### config.mk
export PLATFORM = sky130hd
export DESIGN_NAME = sram_burst_reader
export DESIGN_NICKNAME = d
export VERILOG_FILES = /design/src/rtl/typhoon_mem_pkg.sv /design/src/rtl/sram_stream_fifo.sv /design/src/rtl/sram_burst_reader.sv
export SDC_FILE = /design/constraint.sdc
export NUM_CORES = 1
export LEC_CHECK = 0
export BUFFER_PORTS_ARGS = -buffer_cell sky130_fd_sc_hd__buf_4
export CAP_MARGIN = 20
export CORE_UTILIZATION = 24
export DETAILED_ROUTE_END_ITERATION = 10
export GPL_ROUTABILITY_DRIVEN = 0
export PLACE_DENSITY = 0.38
export SYNTH_ARGS = -nofsm -noshare
export SYNTH_HDL_FRONTEND = slang
export SYNTH_SLANG_ARGS = --single-unit
### constraint.sdc
create_clock -name BOARD_CLK -period 2.85 [get_ports BOARD_CLK]
set_input_delay 0.57 -clock BOARD_CLK [delete_from_list [all_inputs] [get_ports BOARD_CLK]]
set_output_delay 0.57 -clock BOARD_CLK [all_outputs]
set_load 0.02 [all_outputs]
### src/rtl/typhoon_mem_pkg.sv
// Shared definitions for the Typhoon SRAM subsystem.
// Holds the SRAM word/address widths, the burst-reader state encoding,
// the request tag bits shared with the controller, and the burst address helper.
package typhoon_mem_pkg;

  localparam int SRAM_ADDR_W = 20;
  localparam int SRAM_DATA_W = 16;

  // Request tag bits understood by the controller's request ports.
  localparam logic [1:0] REQ_TAG_READ  = 2'b01;
  localparam logic [1:0] REQ_TAG_WRITE = 2'b10;

  typedef enum logic [2:0] {
    RD_IDLE,
    RD_ISSUE,
    RD_SETTLE,
    RD_WAIT,
    RD_DRAIN
  } reader_state_e;

  // Word address of beat idx within a burst; wraps naturally at the top of SRAM.
  function automatic logic [SRAM_ADDR_W-1:0] burst_addr(
    input logic [SRAM_ADDR_W-1:0] base,
    input logic [15:0]            idx
  );
    return base + {{(SRAM_ADDR_W-16){1'b0}}, idx};
  endfunction

endpackage

### src/rtl/sram_stream_fifo.sv
// Synchronous single-clock FIFO used to buffer words returned by the SRAM.
// Ports:
//   clk_i, rst_i   clock and synchronous active-high reset
//   push_i/wdata_i write one word (caller never pushes when full)
//   pop_i          drop the head word (caller never pops when empty)
//   flush_i        discard all contents; takes priority over push/pop
//   rdata_o        head word, forced to 0 while empty
//   count_o        number of stored words, 0..DEPTH
module sram_stream_fifo #(
  parameter int WIDTH = 16,
  parameter int DEPTH = 4
) (
  input  logic                     clk_i,
  input  logic                     rst_i,
  input  logic                     push_i,
  input  logic                     pop_i,
  input  logic                     flush_i,
  input  logic [WIDTH-1:0]         wdata_i,
  output logic [WIDTH-1:0]         rdata_o,
  output logic [$clog2(DEPTH):0]   count_o
);

  localparam int AW = $clog2(DEPTH);

  logic [WIDTH-1:0] mem_q [DEPTH];
  logic [AW-1:0]    wr_ptr_q, rd_ptr_q;
  logic [AW:0]      count_q;

  // Storage carries no reset; emptiness is tracked by count_q alone.
  always_ff @(posedge clk_i) begin
    if (push_i) begin
      mem_q[wr_ptr_q] <= wdata_i;
    end
  end

  // Pointers wrap for free because DEPTH is a power of two.
  always_ff @(posedge clk_i) begin
    if (rst_i || flush_i) begin
      wr_ptr_q <= '0;
      rd_ptr_q <= '0;
      count_q  <= '0;
    end else begin
      if (push_i) wr_ptr_q <= wr_ptr_q + AW'(1);
      if (pop_i)  rd_ptr_q <= rd_ptr_q + AW'(1);
      case ({push_i, pop_i})
        2'b10:   count_q <= count_q + (AW+1)'(1);
        2'b01:   count_q <= count_q - (AW+1)'(1);
        default: count_q <= count_q;
      endcase
    end
  end

  assign rdata_o = (count_q == '0) ? '0 : mem_q[rd_ptr_q];
  assign count_o = count_q;

endmodule

### src/rtl/sram_burst_reader.sv
// Burst read client for one request port of the dual-clock SRAM controller.
// Accepts a (BaseAddr, Length) command, issues one read request at a time,
// buffers returned words in a small FIFO and streams them out valid/ready.
// Ports:
//   BOARD_CLK, RESET             clock, synchronous active-high reset
//   Start, BaseAddr, Length      burst command (accepted only while idle)
//   Busy, Done, Error            status; Error is a sticky timeout flag
//   QueueReadReq, AddressToSRAM  read request to the controller
//   QueueWriteReq, DataToSRAM    unused write path, tied low
//   DataReady, DataFromSRAM      controller response
//   OutData, OutValid, OutReady  output word stream
module sram_burst_reader
  import typhoon_mem_pkg::*;
#(
  parameter int FIFO_DEPTH     = 4,
  parameter int TIMEOUT_CYCLES = 255
) (
  input  logic                   BOARD_CLK,
  input  logic                   RESET,
  input  logic                   Start,
  input  logic [SRAM_ADDR_W-1:0] BaseAddr,
  input  logic [15:0]            Length,
  output logic                   Busy,
  output logic                   Done,
  output logic                   Error,
  output logic                   QueueReadReq,
  output logic                   QueueWriteReq,
  output logic [SRAM_ADDR_W-1:0] AddressToSRAM,
  output logic [SRAM_DATA_W-1:0] DataToSRAM,
  input  logic                   DataReady,
  input  logic [SRAM_DATA_W-1:0] DataFromSRAM,
  output logic [SRAM_DATA_W-1:0] OutData,
  output logic                   OutValid,
  input  logic                   OutReady
);

  localparam int CW = $clog2(FIFO_DEPTH) + 1;
  localparam int TW = $clog2(TIMEOUT_CYCLES + 1);

  reader_state_e          state_q, state_d;
  logic [SRAM_ADDR_W-1:0] base_q, base_d;
  logic [15:0]            len_q, len_d;
  logic [15:0]            idx_q, idx_d;
  logic [TW-1:0]          tmo_q, tmo_d;
  logic                   req_q, req_d;
  logic [SRAM_ADDR_W-1:0] addr_q, addr_d;
  logic                   done_q, done_d;
  logic                   err_q, err_d;

  logic          fifo_push, fifo_pop, fifo_flush;
  logic [CW-1:0] fifo_cnt;
  logic          fifo_space, last_word, tmo_hit, drain_empty;

  sram_stream_fifo #(
    .WIDTH (SRAM_DATA_W),
    .DEPTH (FIFO_DEPTH)
  ) u_fifo (
    .clk_i   (BOARD_CLK),
    .rst_i   (RESET),
    .push_i  (fifo_push),
    .pop_i   (fifo_pop),
    .flush_i (fifo_flush),
    .wdata_i (DataFromSRAM),
    .rdata_o (OutData),
    .count_o (fifo_cnt)
  );

  assign OutValid    = (fifo_cnt != '0);
  assign fifo_pop    = OutValid && OutReady;
  // Space is reserved at issue time so the returning word always has a slot.
  assign fifo_space  = (fifo_cnt < CW'(FIFO_DEPTH));
  assign last_word   = ((idx_q + 16'd1) == len_q);
  assign tmo_hit     = (tmo_q == TW'(TIMEOUT_CYCLES - 1));
  assign drain_empty = (fifo_cnt == '0) || ((fifo_cnt == CW'(1)) && fifo_pop);

  // State register and registered control outputs
  always_ff @(posedge BOARD_CLK) begin
    if (RESET) begin
      state_q <= RD_IDLE;
      req_q   <= 1'b0;
      addr_q  <= '0;
      done_q  <= 1'b0;
      err_q   <= 1'b0;
    end else begin
      state_q <= state_d;
      req_q   <= req_d;
      addr_q  <= addr_d;
      done_q  <= done_d;
      err_q   <= err_d;
    end
  end

  // Burst bookkeeping; always (re)loaded before use, so no reset needed.
  always_ff @(posedge BOARD_CLK) begin
    base_q <= base_d;
    len_q  <= len_d;
    idx_q  <= idx_d;
    tmo_q  <= tmo_d;
  end

  // Next-state logic
  always_comb begin
    state_d = state_q;
    unique case (state_q)
      RD_IDLE:   if (Start && (Length != '0)) state_d = RD_ISSUE;
      RD_ISSUE:  if (fifo_space) state_d = RD_SETTLE;
      RD_SETTLE: state_d = RD_WAIT;
      RD_WAIT: begin
        if (DataReady)    state_d = last_word ? RD_DRAIN : RD_ISSUE;
        else if (tmo_hit) state_d = RD_IDLE;
      end
      RD_DRAIN:  if (drain_empty) state_d = RD_IDLE;
      default:   state_d = RD_IDLE;
    endcase
  end

  // Output and datapath logic
  always_comb begin
    base_d     = base_q;
    len_d      = len_q;
    idx_d      = idx_q;
    tmo_d      = tmo_q;
    addr_d     = addr_q;
    err_d      = err_q;
    req_d      = 1'b0;
    done_d     = 1'b0;
    fifo_push  = 1'b0;
    fifo_flush = 1'b0;
    unique case (state_q)
      RD_IDLE: begin
        if (Start) begin
          base_d = BaseAddr;
          len_d  = Length;
          idx_d  = '0;
          err_d  = 1'b0;
          done_d = (Length == '0);
        end
      end
      RD_ISSUE: begin
        if (fifo_space) begin
          req_d  = 1'b1;
          addr_d = burst_addr(base_q, idx_q);
        end
      end
      RD_SETTLE: begin
        // DataReady may still be high from the previous request here.
        tmo_d = '0;
      end
      RD_WAIT: begin
        if (DataReady) begin
          fifo_push = 1'b1;
          idx_d     = idx_q + 16'd1;
        end else if (tmo_hit) begin
          err_d      = 1'b1;
          fifo_flush = 1'b1;
          done_d     = 1'b1;
        end else begin
          tmo_d = tmo_q + TW'(1);
        end
      end
      RD_DRAIN: begin
        if (drain_empty) done_d = 1'b1;
      end
      default: ;
    endcase
  end

  assign Busy          = (state_q != RD_IDLE);
  assign Done          = done_q;
  assign Error         = err_q;
  assign QueueReadReq  = req_q;
  assign AddressToSRAM = addr_q;
  assign QueueWriteReq = 1'b0;
  assign DataToSRAM    = '0;

endmodule

==> summary.txt, run 1 <==
Drt
  – Starting DRC count in detailed routing: 330
  – Number of nets still failing antenna checks after routing: 0
  – Vias per inst: 4.430
  – WL final: 17.81 mm
  – Vias after detailed routing: 4,966
  – Number of search-and-repair iterations in the first detailed-routing pass: 9
  – Wire length per cell after detailed routing: 15.88 um
  – Number of remaining DRC errors: 2

Worst setup path
  – Crit Path Category: flop to flop
  – Reg2Reg Setup Slack: 0.18 ns
  – Reg2reg path depth: 7
  – Sequence of cells on the critical path: nand3_1, or3_1, nand3_1, a22oi_1, or4_1, nor4_2, a21oi_1
  – Arrival time of the worst setup path: 2.97 ns
  – Endpoint of the worst register-to-register path: state_q[0]
  – Worst Path Max Fanout: 12
  – CP Launch Point: idx_q[3]
  – Slowest cell delay on critical path: 0.59 ns
  – Cell with the largest stage delay on the worst path: sky130_fd_sc_hd__or4_1
  – Critical path endpoint category: flop
  – Critical path required time: 3.14 ns
  – Setup crit start kind: flop
  – Worst path bufs/invs: 0
  – Launching point of the worst reg2reg path: idx_q[3]
  – Most prevalent standard cell on the critical path: sky130_fd_sc_hd__nand3_1
  – CP delay by family, top: simple AND/OR/NAND/NOR gates

Floorplanning
  – Chip width: 179.3 um
  – Site Rows: 64
  – Floorplan die area: 32,160 sq um
  – Die H: 179.3 um
  – Placeable core region: 30,750 sq um
  – Count of boundary I/O pins: 115
  – Initial Util: 24.55%

STA
  – Final worst-path cycle share: 93.85%
  – Max Freq: 373.9 MHz
  – Total negative setup slack: 0 ns
  – Hold Violations, Final: 0
  – Final clock skew: 0.01552 ns
  – Setup violators final: 0
  – Tmin final: 2.675 ns
  – Relative slew slack: 55.45%
  – Worst slew pin tran: 0.6659 ns
  – Final Slew Violations: 0
  – Unrepaired setup endpoints after global routing: no

Layout
  – Nets@finish: 798
  – Proportion of layout cells with a drive suffix above 1: 23.59%
  – Most frequent standard cell in the layout excluding fill and tap cells: sky130_fd_sc_hd__edfxtp_1
  – Fill cell total of the finished layout: 3,163
  – Synthesis-to-finish area growth: 23.92%
  – Final non-filler cell total: 1,121
  – Highest-count cells in the layout ignoring fill and taps: sky130_fd_sc_hd__edfxtp_1 (124), sky130_fd_sc_hd__buf_4 (114), sky130_fd_sc_hd__nor2_1 (60)
  – Number of diodes added for antenna fixing: 0
  – Final Util: 30.42%
  – Layout Cell Area excl Fill: 9354 sq um

Global routing
  – Number of antenna violations at the first check in global routing: 0
  – Vias in the first global route: 5,009
  – Combined global-route utilization of all metal layers: 11.42%
  – Pin count of the biggest net entering global routing: 35
  – Remaining Overflow, GRT: 0
  – Global-route wire length before repair: 27.57 mm

Synthesis
  – Share of async-settable or async-resettable flops after synthesis: 0%
  – Netlist Area Pre-Place: 7548 sq um
  – Synthesized netlist cell count: 602
  – Synth Register Bits: 159
  – Most used flip-flop cell after synthesis: sky130_fd_sc_hd__edfxtp_1
  – Part of the Yosys area used for sequential elements: 58.61%
  – Synthesis Warnings: 0
  – Unique cell type count in the Yosys netlist: 56
  – Number of synthesized flops with an enable pin: 124
  – Syn avg cell area: 12.54 sq um

Clock tree
  – H-tree depth reported by CTS: 4
  – CTS tree: built
  – Setup fix buffers added after clock tree synthesis: 0
  – Clock-pin slew of the registers on the worst-case setup and hold paths: 0.08 ns
  – CTS buffer count: 17
  – CTS root buffer: sky130_fd_sc_hd__clkbuf_16
  – Clock insertion delay at the later pin of the skew report: 0.43 ns
  – Clock Path Buffers: 2
  – # hold bufs at CTS: 0
  – Clock sink total: 159

Pwr
  – Static leakage power: 3.426 nW
  – PD cells: 735.4 nW/um^2
  – Max VDD drop: 0.3340 mV

Flow run
  – Max-cap check violation count: 0

Outcome
  – Violations in the final reports: design-rule violations
  – Run status: complete, but fails checks

Placed design
  – Area after DPL: 8741 sq um
  – HPWL after detailed placement: 12.86 mm
  – Number of I/O port buffers: 97
  – Count of placed standard cells including taps: 1,089

Worst hold path
  – Worst hold path type: input pin to flop
  – Hold Path End: base_q[13]
  – HP Start: BaseAddr[13]
  – Worst hold path depth: 1
-- cells by family after synthesis --
family	after synthesis	share of synthesized area [%]
compound gates	85	7.360
xor+xnor	53	6.332
fa+ha+maj	29	4.906
buf+inv	56	3.961
flops	159	58.61
mux	19	5.172
other cells	1	0.04968
simple gates	200	13.61
-- area by class of cell --
cell class | instances | area, sq um | area share, %
multi-input combinational | 403 | 2893 | 30.93
timing repair buffer | 115 | 875.8 | 9.363
sequential | 159 | 4424 | 47.30
clock buffer | 17 | 425.4 | 4.548
tap | 396 | 495.5 | 5.297
inverter | 16 | 60.06 | 0.6421
clock inverter | 15 | 180.2 | 1.926
-- through the flow --
| step | hold slack (ns) | total power [W] | worst slack [ns] |
|---|---|---|---|
| after global routing | 0.2917 | 0.007277 | 0.01124 |
| after floorplan | 0.4692 | 0.003980 | 0.4448 |
| after detailed placement | 0.4537 | 0.004660 | 0.1433 |
| final | 0.3118 | 0.006879 | 0.1751 |
| after CTS | 0.2951 | 0.007023 | 0.1274 |
| after global placement | 0.4461 | 0.004618 | 0.2458 |
-- worst max path at each step --
| stage | cells after the start | to | slack [ns] |
|---|---|---|---|
| final | 7 | state_q[0] | 0.18 |
| after global routing | 8 | AddressToSRAM[18] | 0.01 |
| after CTS | 8 | AddressToSRAM[18] | 0.13 |
| after detailed placement | 9 | state_q[0] | 0.14 |
| after global placement | 8 | AddressToSRAM[18] | 0.25 |
| after floorplan | 10 | AddressToSRAM[12] | 0.44 |
-- report_power, final --
part	switching, W	total (W)	internal (W)
Sequential	0.000129	0.00280	0.00267
Clock	0.00112	0.00232	0.00120
Combinational	0.000977	0.00176	0.000784
-- cell usage after synthesis (3+ instances only) --
cell type,number,area share [%]
sky130_fd_sc_hd__clkbuf_1,17,0.85
sky130_fd_sc_hd__nor3b_1,5,0.50
sky130_fd_sc_hd__o211ai_1,6,0.60
sky130_fd_sc_hd__dfxtp_1,35,9.3
sky130_fd_sc_hd__o21a_1,3,0.30
sky130_fd_sc_hd__nor2_1,61,3.0
sky130_fd_sc_hd__nor3_1,7,0.46
sky130_fd_sc_hd__mux2i_1,3,0.40
sky130_fd_sc_hd__and3_1,11,0.91
sky130_fd_sc_hd__xnor2_1,31,3.6
sky130_fd_sc_hd__a211o_1,5,0.58
sky130_fd_sc_hd__xor2_1,21,2.4
sky130_fd_sc_hd__nand3_1,16,1.1
sky130_fd_sc_hd__ha_1,28,4.6
sky130_fd_sc_hd__buf_4,20,2.0
sky130_fd_sc_hd__edfxtp_1,124,49
sky130_fd_sc_hd__mux4_2,16,4.8
sky130_fd_sc_hd__and2_1,20,1.7
sky130_fd_sc_hd__nand2b_1,5,0.41
sky130_fd_sc_hd__nand3b_1,7,0.70
sky130_fd_sc_hd__a211oi_1,8,0.80
sky130_fd_sc_hd__o21ai_0,12,0.80
sky130_fd_sc_hd__or3_1,3,0.25
sky130_fd_sc_hd__inv_1,16,0.80
sky130_fd_sc_hd__nand4_1,8,0.66
sky130_fd_sc_hd__a21o_1,6,0.60
sky130_fd_sc_hd__a21boi_0,3,0.30
sky130_fd_sc_hd__a21oi_1,29,1.9
sky130_fd_sc_hd__or4_1,3,0.30
sky130_fd_sc_hd__nand2_1,36,1.8
sky130_fd_sc_hd__nor4_1,9,0.75
-- sequential cells by signal, indices dropped and copies added (netlist names), 3 cells and up, named ones only --
signal,flops
base_q,20
len_q,16
u_fifo.mem_q,64
tmo_q,8
idx_q,16
state_q,3
AddressToSRAM,20
u_fifo.count_o,3
-- metal layers --
metal	GRT usage, %	vias to the layer above	wire length, um
met4	4.027	0	272
met3	2.236	19	711
met1	14.48	2407	8094
met2	19.29	131	8727
li1	-	2409	-
met5	0	-	0
-- what timing repair did --
item	4_1_cts	5_1_grt
setup endpoints to repair	0	3
endpoints found under the hold margin	0	0
gates resized for setup	0	2
Power figures use the tool's default switching activity.
==> inputs of run 2 (changes only) <==
--- a/config.mk
+++ b/config.mk
@@ -7,10 +7,13 @@
 export LEC_CHECK = 0
 export BUFFER_PORTS_ARGS = -buffer_cell sky130_fd_sc_hd__buf_4
 export CAP_MARGIN = 20
+export CELL_PAD_IN_SITES_DETAIL_PLACEMENT = 1
+export CELL_PAD_IN_SITES_GLOBAL_PLACEMENT = 1
 export CORE_UTILIZATION = 24
 export DETAILED_ROUTE_END_ITERATION = 10
 export GPL_ROUTABILITY_DRIVEN = 0
-export PLACE_DENSITY = 0.38
+export MAX_ROUTING_LAYER = met4
+export PLACE_DENSITY = 0.45
 export SYNTH_ARGS = -nofsm -noshare
 export SYNTH_HDL_FRONTEND = slang
 export SYNTH_SLANG_ARGS = --single-unit
==> run 2 against run 1 <==
  * The flow still finishes with violations (design-rule violations)
  * First-iteration DRC count is 22% lower
  * Non-clock buffer count increased by 1
  * Power shrank 0.57%
  * Combinational power is essentially flat
  * Critical path depth is 4 higher
  * Final area decreased by 0.27%
  * Maximum frequency up 2.6%
  * Worst setup slack improved by 0.069 ns
  * Clock skew down 0.0061 ns
  * Register-to-register slack better by 0.07 ns
  * Clock power decreased by 3%
  * Sequential power hardly changed
  * Largest power group unchanged
==> summary.txt, run 2 (synthesized netlist as in run 1, its figures left out) <==
STA
  – Unrepaired setup endpoints after global routing: no (unchanged)
  – Hold Violations, Final: 0 (unchanged)
  – Final Slew Violations: 0 (unchanged)
  – Final hold slack: 0.3059 ns (was 0.3118 ns)
  – Tmin final: 2.606 ns (was 2.675 ns)
  – Total negative setup slack: 0 ns (unchanged)
  – Worst slew pin tran: 0.7650 ns (was 0.6659 ns)
  – Relative slew slack: 48.81% (was 55.45%)
  – Minimum setup slack in the final design: 0.2437 ns (was 0.1751 ns)
  – Max Freq: 383.7 MHz (was 373.9 MHz)
  – Final worst-path cycle share: 91.45% (was 93.85%)
  – Final clock skew: 0.009394 ns (was 0.01552 ns)
  – Setup violators final: 0 (unchanged)

Layout
  – Largest register by flop count: u_fifo.mem_q (unchanged)
  – Proportion of layout cells with a drive suffix above 1: 23.42% (was 23.59%)
  – Most frequent standard cell in the layout excluding fill and tap cells: sky130_fd_sc_hd__edfxtp_1 (unchanged)
  – Number of diodes added for antenna fixing: 0 (unchanged)
  – Synthesis-to-finish area growth: 23.59% (was 23.92%)
  – Highest-count cells in the layout ignoring fill and taps: sky130_fd_sc_hd__edfxtp_1 (124), sky130_fd_sc_hd__buf_4 (116), sky130_fd_sc_hd__nor2_1 (61) (was sky130_fd_sc_hd__edfxtp_1 (124), sky130_fd_sc_hd__buf_4 (114), sky130_fd_sc_hd__nor2_1 (60))
  – Flip-flop count of the largest register, all copies and words added: 64 (unchanged)
  – Nets@finish: 799 (was 798)
  – Final non-filler cell total: 1,122 (was 1,121)

Clock tree
  – CTS buffer count: 17 (unchanged)
  – Number of cells upsized or downsized after cts: 0 (unchanged)
  – CTS tree: built (unchanged)
  – H-tree depth reported by CTS: 4 (unchanged)
  – Clock sink total: 159 (unchanged)
  – # hold bufs at CTS: 0 (unchanged)
  – Clock insertion delay at the later pin of the skew report: 0.44 ns (was 0.43 ns)
  – CTS root buffer: sky130_fd_sc_hd__clkbuf_16 (unchanged)
  – Setup fix buffers added after clock tree synthesis: 0 (unchanged)
  – Clock Path Buffers: 2 (unchanged)
  – Clock-pin slew of the registers on the worst-case setup and hold paths: 0.07 ns (was 0.08 ns)

Placed design
  – Number of I/O port buffers: 97 (unchanged)
  – Setup Slack @ Placement: 0.2101 ns (was 0.1433 ns)
  – Count of placed standard cells including taps: 1,090 (was 1,089)
  – HPWL after detailed placement: 13.81 mm (was 12.86 mm)

Floorplanning
  – Count of boundary I/O pins: 115 (unchanged)
  – Site Rows: 64 (unchanged)
  – Placeable core region: 30,750 sq um (unchanged)
  – Floorplan die area: 32,160 sq um (unchanged)
  – Chip width: 179.3 um (unchanged)
  – Initial Util: 24.55% (unchanged)
  – Die H: 179.3 um (unchanged)

Worst setup path
  – CP delay by family, top: compound AO/OA/AOI/OAI gates (was simple AND/OR/NAND/NOR gates)
  – Slowest cell delay on critical path: 0.39 ns (was 0.59 ns)
  – Worst path bufs/invs: 2 (was 0)
  – Critical path required time: 3.21 ns (was 3.14 ns)
  – Most prevalent standard cell on the critical path: sky130_fd_sc_hd__o211ai_1 (was sky130_fd_sc_hd__nand3_1)
  – Critical path endpoint category: flop (unchanged)
  – Sequence of cells on the critical path: ha_1, inv_1, fa_1, nor2b_1, o21a_1, o21ai_0, buf_4, a211oi_1, o211ai_1, a2111o_1, o211ai_1 (was nand3_1, or3_1, nand3_1, a22oi_1, or4_1, nor4_2, a21oi_1)
  – Worst Path Max Fanout: 3 (was 12)
  – Cell with the largest stage delay on the worst path: sky130_fd_sc_hd__fa_1 (was sky130_fd_sc_hd__or4_1)
  – Arrival time of the worst setup path: 2.97 ns (about the same)
  – Crit Path Category: flop to flop (unchanged)
  – Setup crit start kind: flop (unchanged)

Drt
  – Vias per inst: 4.448 (was 4.430)
  – WL final: 18.91 mm (was 17.81 mm)
  – Vias after detailed routing: 4,991 (was 4,966)
  – Number of nets still failing antenna checks after routing: 0 (unchanged)
  – Number of remaining DRC errors: 4 (was 2)
  – Starting DRC count in detailed routing: 257 (was 330)
  – Wire length per cell after detailed routing: 16.86 um (was 15.88 um)
  – Number of search-and-repair iterations in the first detailed-routing pass: 10 (was 9)

Global routing
  – Pin count of the biggest net entering global routing: 38 (was 35)
  – Vias in the first global route: 5,309 (was 5,009)
  – Combined global-route utilization of all metal layers: 12.74% (was 11.42%)
  – Remaining Overflow, GRT: 0 (unchanged)
  – Global-route wire length before repair: 29.55 mm (was 27.57 mm)
  – Number of antenna violations at the first check in global routing: 0 (unchanged)

Outcome
  – Violations in the final reports: design-rule violations (unchanged)
  – Run status: complete, but fails checks (unchanged)

Worst hold path
  – Worst hold path type: input pin to flop (unchanged)

Pwr
  – Switching Power: 0.002210 W (was 0.002228 W)
  – Clock group share of total power: 33.1% (was 33.7%)
  – Combinational group share of total power: 26.0% (was 25.6%)
  – Internal power consumption: 0.004630 W (was 0.004651 W)
  – Power after layout: 0.006840 W (was 0.006879 W)
  – Static leakage power: 3.424 nW (was 3.426 nW)
  – PD cells: 733.2 nW/um^2 (was 735.4 nW/um^2)
  – Max VDD drop: 0.3886 mV (was 0.3340 mV)
  – Switching share of total power: 32.31% (was 32.39%)
  – Sequential cell fraction of total power: 40.9% (was 40.7%)

Flow run
  – Max-cap check violation count: 0 (unchanged)
-- run 2: final cells by class --
cell class,instances,area (sq um)
tap,396,495.5
clock buffer,17,425.4
inverter,16,60.06
fill,3385,21420
timing repair buffer,116,870.8
clock inverter,15,167.7
sequential,159,4424
multi-input combinational,403,2885
-- run 2: worst paths after layout --
path,startpoint,to,slack [ns],cells past startpoint
setup / recovery,idx_q[0],AddressToSRAM[12],0.24,11
hold / removal,BaseAddr[19],base_q[19],0.31,1
setup reg to reg,idx_q[0],AddressToSRAM[12],0.24,11
hold reg to reg,AddressToSRAM[5],AddressToSRAM[5],0.46,2
-- run 2: power groups by stage --
stage / Sequential [W] / Clock, W / Combinational (W)
floorplan: 0.00285 / 0 / 0.00113
global placement: 0.00285 / 0 / 0.00179
detailed placement: 0.00286 / 0 / 0.00182
CTS: 0.00281 / 0.00235 / 0.00183
global route: 0.00282 / 0.00242 / 0.00198
finish: 0.00280 / 0.00226 / 0.00178
-- run 2: stage by stage --
stage / cell area [sq um] / util [%]
finish: 9329 / 30.34
global route: 9329 / 30.34
CTS: 9329 / 30.34
detailed placement: 8736 / 28.41
global placement: 8736 / 28.41
floorplan: 7609 / -
-- run 2: per-layer routing --
layer	GRT usage [%]	vias up	share of wire [%]
met3	2.595	19	3.4
met1	15.28	2463	45
met4	4.692	0	1.6
met5	-	-	0
li1	-	2414	-
met2	21.06	95	50
==> inputs of run 3 (changes only) <==
--- a/config.mk
+++ b/config.mk
@@ -13,7 +13,7 @@
 export DETAILED_ROUTE_END_ITERATION = 10
 export GPL_ROUTABILITY_DRIVEN = 0
 export MAX_ROUTING_LAYER = met4
-export PLACE_DENSITY = 0.45
+export PLACE_DENSITY_LB_ADDON = 0.1
 export SYNTH_ARGS = -nofsm -noshare
 export SYNTH_HDL_FRONTEND = slang
 export SYNTH_SLANG_ARGS = --single-unit
==> run 3 against run 2 <==
  * The run still ends with design-rule violations left
  * Critical path depth down 2
  * Critical endpoint is now state_q[0]
  * Sequential cell count unchanged
  * Maximum frequency up 2.0%
  * Largest cell class unchanged
  * Clock-buffer cell count unchanged
  * Die area unchanged
  * Sequential power about the same
  * Global-route usage up 0.19 points
  * Non-clock buffer count up 5
  * Sequential share of layout area down 0.28 points
  * First-iteration DRC count down 14%
  * Register-to-register slack better by 0.05 ns
  * Clock power up 4%
==> summary.txt, run 3 (synthesized netlist as in run 1, its figures left out) <==
Pwr
  – Switching share of total power: 32.94% (was 32.31%)
  – Power after layout: 0.006937 W (was 0.006840 W)
  – Static leakage power: 3.453 nW (was 3.424 nW)
  – Sequential cell fraction of total power: 40.3% (was 40.9%)
  – Clock group share of total power: 34.0% (was 33.1%)
  – Internal power consumption: 0.004652 W (was 0.004630 W)
  – Max VDD drop: 0.3132 mV (was 0.3886 mV)
  – Switching Power: 0.002285 W (was 0.002210 W)
  – Combinational group share of total power: 25.7% (was 26.0%)
  – PD cells: 739.2 nW/um^2 (was 733.2 nW/um^2)

Placed design
  – HPWL after detailed placement: 14.15 mm (was 13.81 mm)
  – Area after DPL: 8773 sq um (was 8736 sq um)
  – Number of I/O port buffers: 97 (unchanged)
  – Setup Slack @ Placement: 0.1753 ns (was 0.2101 ns)

STA
  – Setup violators final: 0 (unchanged)
  – Final worst-path cycle share: 89.69% (was 91.45%)
  – Unrepaired setup endpoints after global routing: no (unchanged)
  – Relative slew slack: 51.89% (was 48.81%)
  – Hold Violations, Final: 0 (unchanged)
  – Tmin final: 2.556 ns (was 2.606 ns)
  – Worst slew pin tran: 0.7190 ns (was 0.7650 ns)
  – Minimum setup slack in the final design: 0.2939 ns (was 0.2437 ns)
  – Final clock skew: 0.01359 ns (was 0.009394 ns)
  – Total negative setup slack: 0 ns (unchanged)
  – Final Slew Violations: 0 (unchanged)
  – Max Freq: 391.2 MHz (was 383.7 MHz)

Drt
  – WL final: 19.29 mm (was 18.91 mm)
  – Wire length per cell after detailed routing: 17.12 um (was 16.86 um)
  – Number of remaining DRC errors: 14 (was 4)
  – Number of search-and-repair iterations in the first detailed-routing pass: 9 (was 10)
  – Starting DRC count in detailed routing: 222 (was 257)
  – Number of nets still failing antenna checks after routing: 0 (unchanged)
  – Vias per inst: 4.413 (was 4.448)
  – Vias after detailed routing: 4,973 (was 4,991)

Worst hold path
  – Hold Path End: base_q[3] (was base_q[19])
  – Worst hold path type: input pin to flop (unchanged)
  – HP Start: BaseAddr[3] (was BaseAddr[19])
  – Worst hold path depth: 1 (unchanged)

Layout
  – Number of diodes added for antenna fixing: 0 (unchanged)
  – Layout Cell Area excl Fill: 9385 sq um (was 9329 sq um)
  – Multi-input gate area: 2889 sq um (was 2885 sq um)
  – Fill cell total of the finished layout: 3,391 (was 3,385)
  – Highest-count cells in the layout ignoring fill and taps: sky130_fd_sc_hd__edfxtp_1 (124), sky130_fd_sc_hd__buf_4 (121), sky130_fd_sc_hd__nor2_1 (61) (was sky130_fd_sc_hd__edfxtp_1 (124), sky130_fd_sc_hd__buf_4 (116), sky130_fd_sc_hd__nor2_1 (61))
  – Nets@finish: 804 (was 799)
  – Area occupied by registers: 4424 sq um (unchanged)
  – Flip-flop count of the largest register, all copies and words added: 64 (unchanged)
  – Proportion of layout cells with a drive suffix above 1: 24.08% (was 23.42%)
  – Synthesis-to-finish area growth: 24.33% (was 23.59%)
  – Most frequent standard cell in the layout excluding fill and tap cells: sky130_fd_sc_hd__edfxtp_1 (unchanged)
  – Largest register by flop count: u_fifo.mem_q (unchanged)

Global routing
  – Global-route wire length before repair: 30.16 mm (was 29.55 mm)
  – Combined global-route utilization of all metal layers: 12.93% (was 12.74%)
  – Pin count of the biggest net entering global routing: 38 (unchanged)
  – Remaining Overflow, GRT: 0 (unchanged)
  – Vias in the first global route: 5,374 (was 5,309)
  – Number of antenna violations at the first check in global routing: 0 (unchanged)

Clock tree
  – Clock insertion delay at the later pin of the skew report: 0.44 ns (about the same)
  – Clock Path Buffers: 2 (unchanged)
  – H-tree depth reported by CTS: 4 (unchanged)
  – Clock sink total: 159 (unchanged)
  – CTS tree: built (unchanged)
  – # hold bufs at CTS: 0 (unchanged)
  – Clock-pin slew of the registers on the worst-case setup and hold paths: 0.08 ns (was 0.07 ns)
  – CTS root buffer: sky130_fd_sc_hd__clkbuf_16 (unchanged)
  – CTS buffer count: 17 (unchanged)

Worst setup path
  – CP delay by family, top: simple AND/OR/NAND/NOR gates (was compound AO/OA/AOI/OAI gates)
  – Setup crit start kind: flop (unchanged)
  – Sequence of cells on the critical path: buf_4, ha_1, nand2_1, nor2_1, xnor2_1, a22oi_1, or4_1, nor4_2, a21oi_1 (was ha_1, inv_1, fa_1, nor2b_1, o21a_1, o21ai_0, buf_4, a211oi_1, o211ai_1, a2111o_1, o211ai_1)
  – Critical path required time: 3.16 ns (was 3.21 ns)
  – Slowest cell delay on critical path: 0.55 ns (was 0.39 ns)
  – Reg2Reg Setup Slack: 0.29 ns (was 0.24 ns)
  – Worst Path Max Fanout: 5 (was 3)
  – Cell with the largest stage delay on the worst path: sky130_fd_sc_hd__or4_1 (was sky130_fd_sc_hd__fa_1)
  – Critical path endpoint category: flop (unchanged)
  – Arrival time of the worst setup path: 2.86 ns (was 2.97 ns)
  – Worst path bufs/invs: 1 (was 2)
  – Crit Path Category: flop to flop (unchanged)
  – Reg2reg path depth: 9 (was 11)
  – Endpoint of the worst register-to-register path: state_q[0] (was AddressToSRAM[12])
  – Launching point of the worst reg2reg path: idx_q[0] (unchanged)

Outcome
  – Run status: complete, but fails checks (unchanged)
  – Violations in the final reports: design-rule violations (unchanged)

Flow run
  – Max-cap check violation count: 0 (unchanged)

Floorplanning
  – Floorplan die area: 32,160 sq um (unchanged)
  – Die H: 179.3 um (unchanged)
  – Count of boundary I/O pins: 115 (unchanged)
  – Initial Util: 24.55% (unchanged)
  – Chip width: 179.3 um (unchanged)
  – Site Rows: 64 (unchanged)
  – Placeable core region: 30,750 sq um (unchanged)
[run 3: how the worst max path moves through the flow]
| stage | end | slack [ns] | from | cells after the start |
|---|---|---|---|---|
| 6_report | state_q[0] | 0.29 | idx_q[0] | 9 |
| 5_1_grt | AddressToSRAM[18] | 0.01 | idx_q[0] | 11 |
| 4_1_cts | AddressToSRAM[18] | 0.15 | idx_q[0] | 11 |
| 3_5_place_dp | AddressToSRAM[18] | 0.18 | idx_q[0] | 11 |
| 3_3_place_gp | AddressToSRAM[18] | 0.26 | idx_q[0] | 11 |
| 2_1_floorplan | AddressToSRAM[12] | 0.44 | idx_q[0] | 10 |
[run 3: repair_timing]
item	in CTS	in global routing
buffers inserted	0	0
gates resized for setup	0	2
setup endpoints to repair	0	2
[run 3: area by class of cell]
| cell class | instances | share of cell area [%] |
|---|---|---|
| clock buffer | 17 | 4.533 |
| timing repair buffer | 121 | 9.679 |
| clock inverter | 15 | 1.946 |
| sequential | 159 | 47.14 |
| inverter | 16 | 0.6399 |
| multi-input combinational | 403 | 30.78 |
| tap | 396 | 5.279 |
[run 3: layer usage]
layer,GRT usage [%],routed length [um]
met4,4.482,310
met5,-,0
met1,16.46,9165
met2,20.53,9172
met3,2.426,644
[run 3: power groups by stage]
stage | clock (W) | combinational [W] | sequential [W]
final | 0.00236 | 0.00178 | 0.00280
after global routing | 0.00251 | 0.00198 | 0.00282
after CTS | 0.00245 | 0.00183 | 0.00281
after detailed placement | 0 | 0.00182 | 0.00286
after global placement | 0 | 0.00180 | 0.00285
after floorplan | 0 | 0.00113 | 0.00285
[run 3: metrics by stage]
stage	instances	utilization, %	hold WS, ns
2_1_floorplan	618	-	0.4692
6_report	1127	30.52	0.3058
3_5_place_dp	1095	28.53	0.4583
5_1_grt	1127	30.52	0.2798
4_1_cts	1127	30.51	0.2841
3_3_place_gp	1095	28.53	0.4476
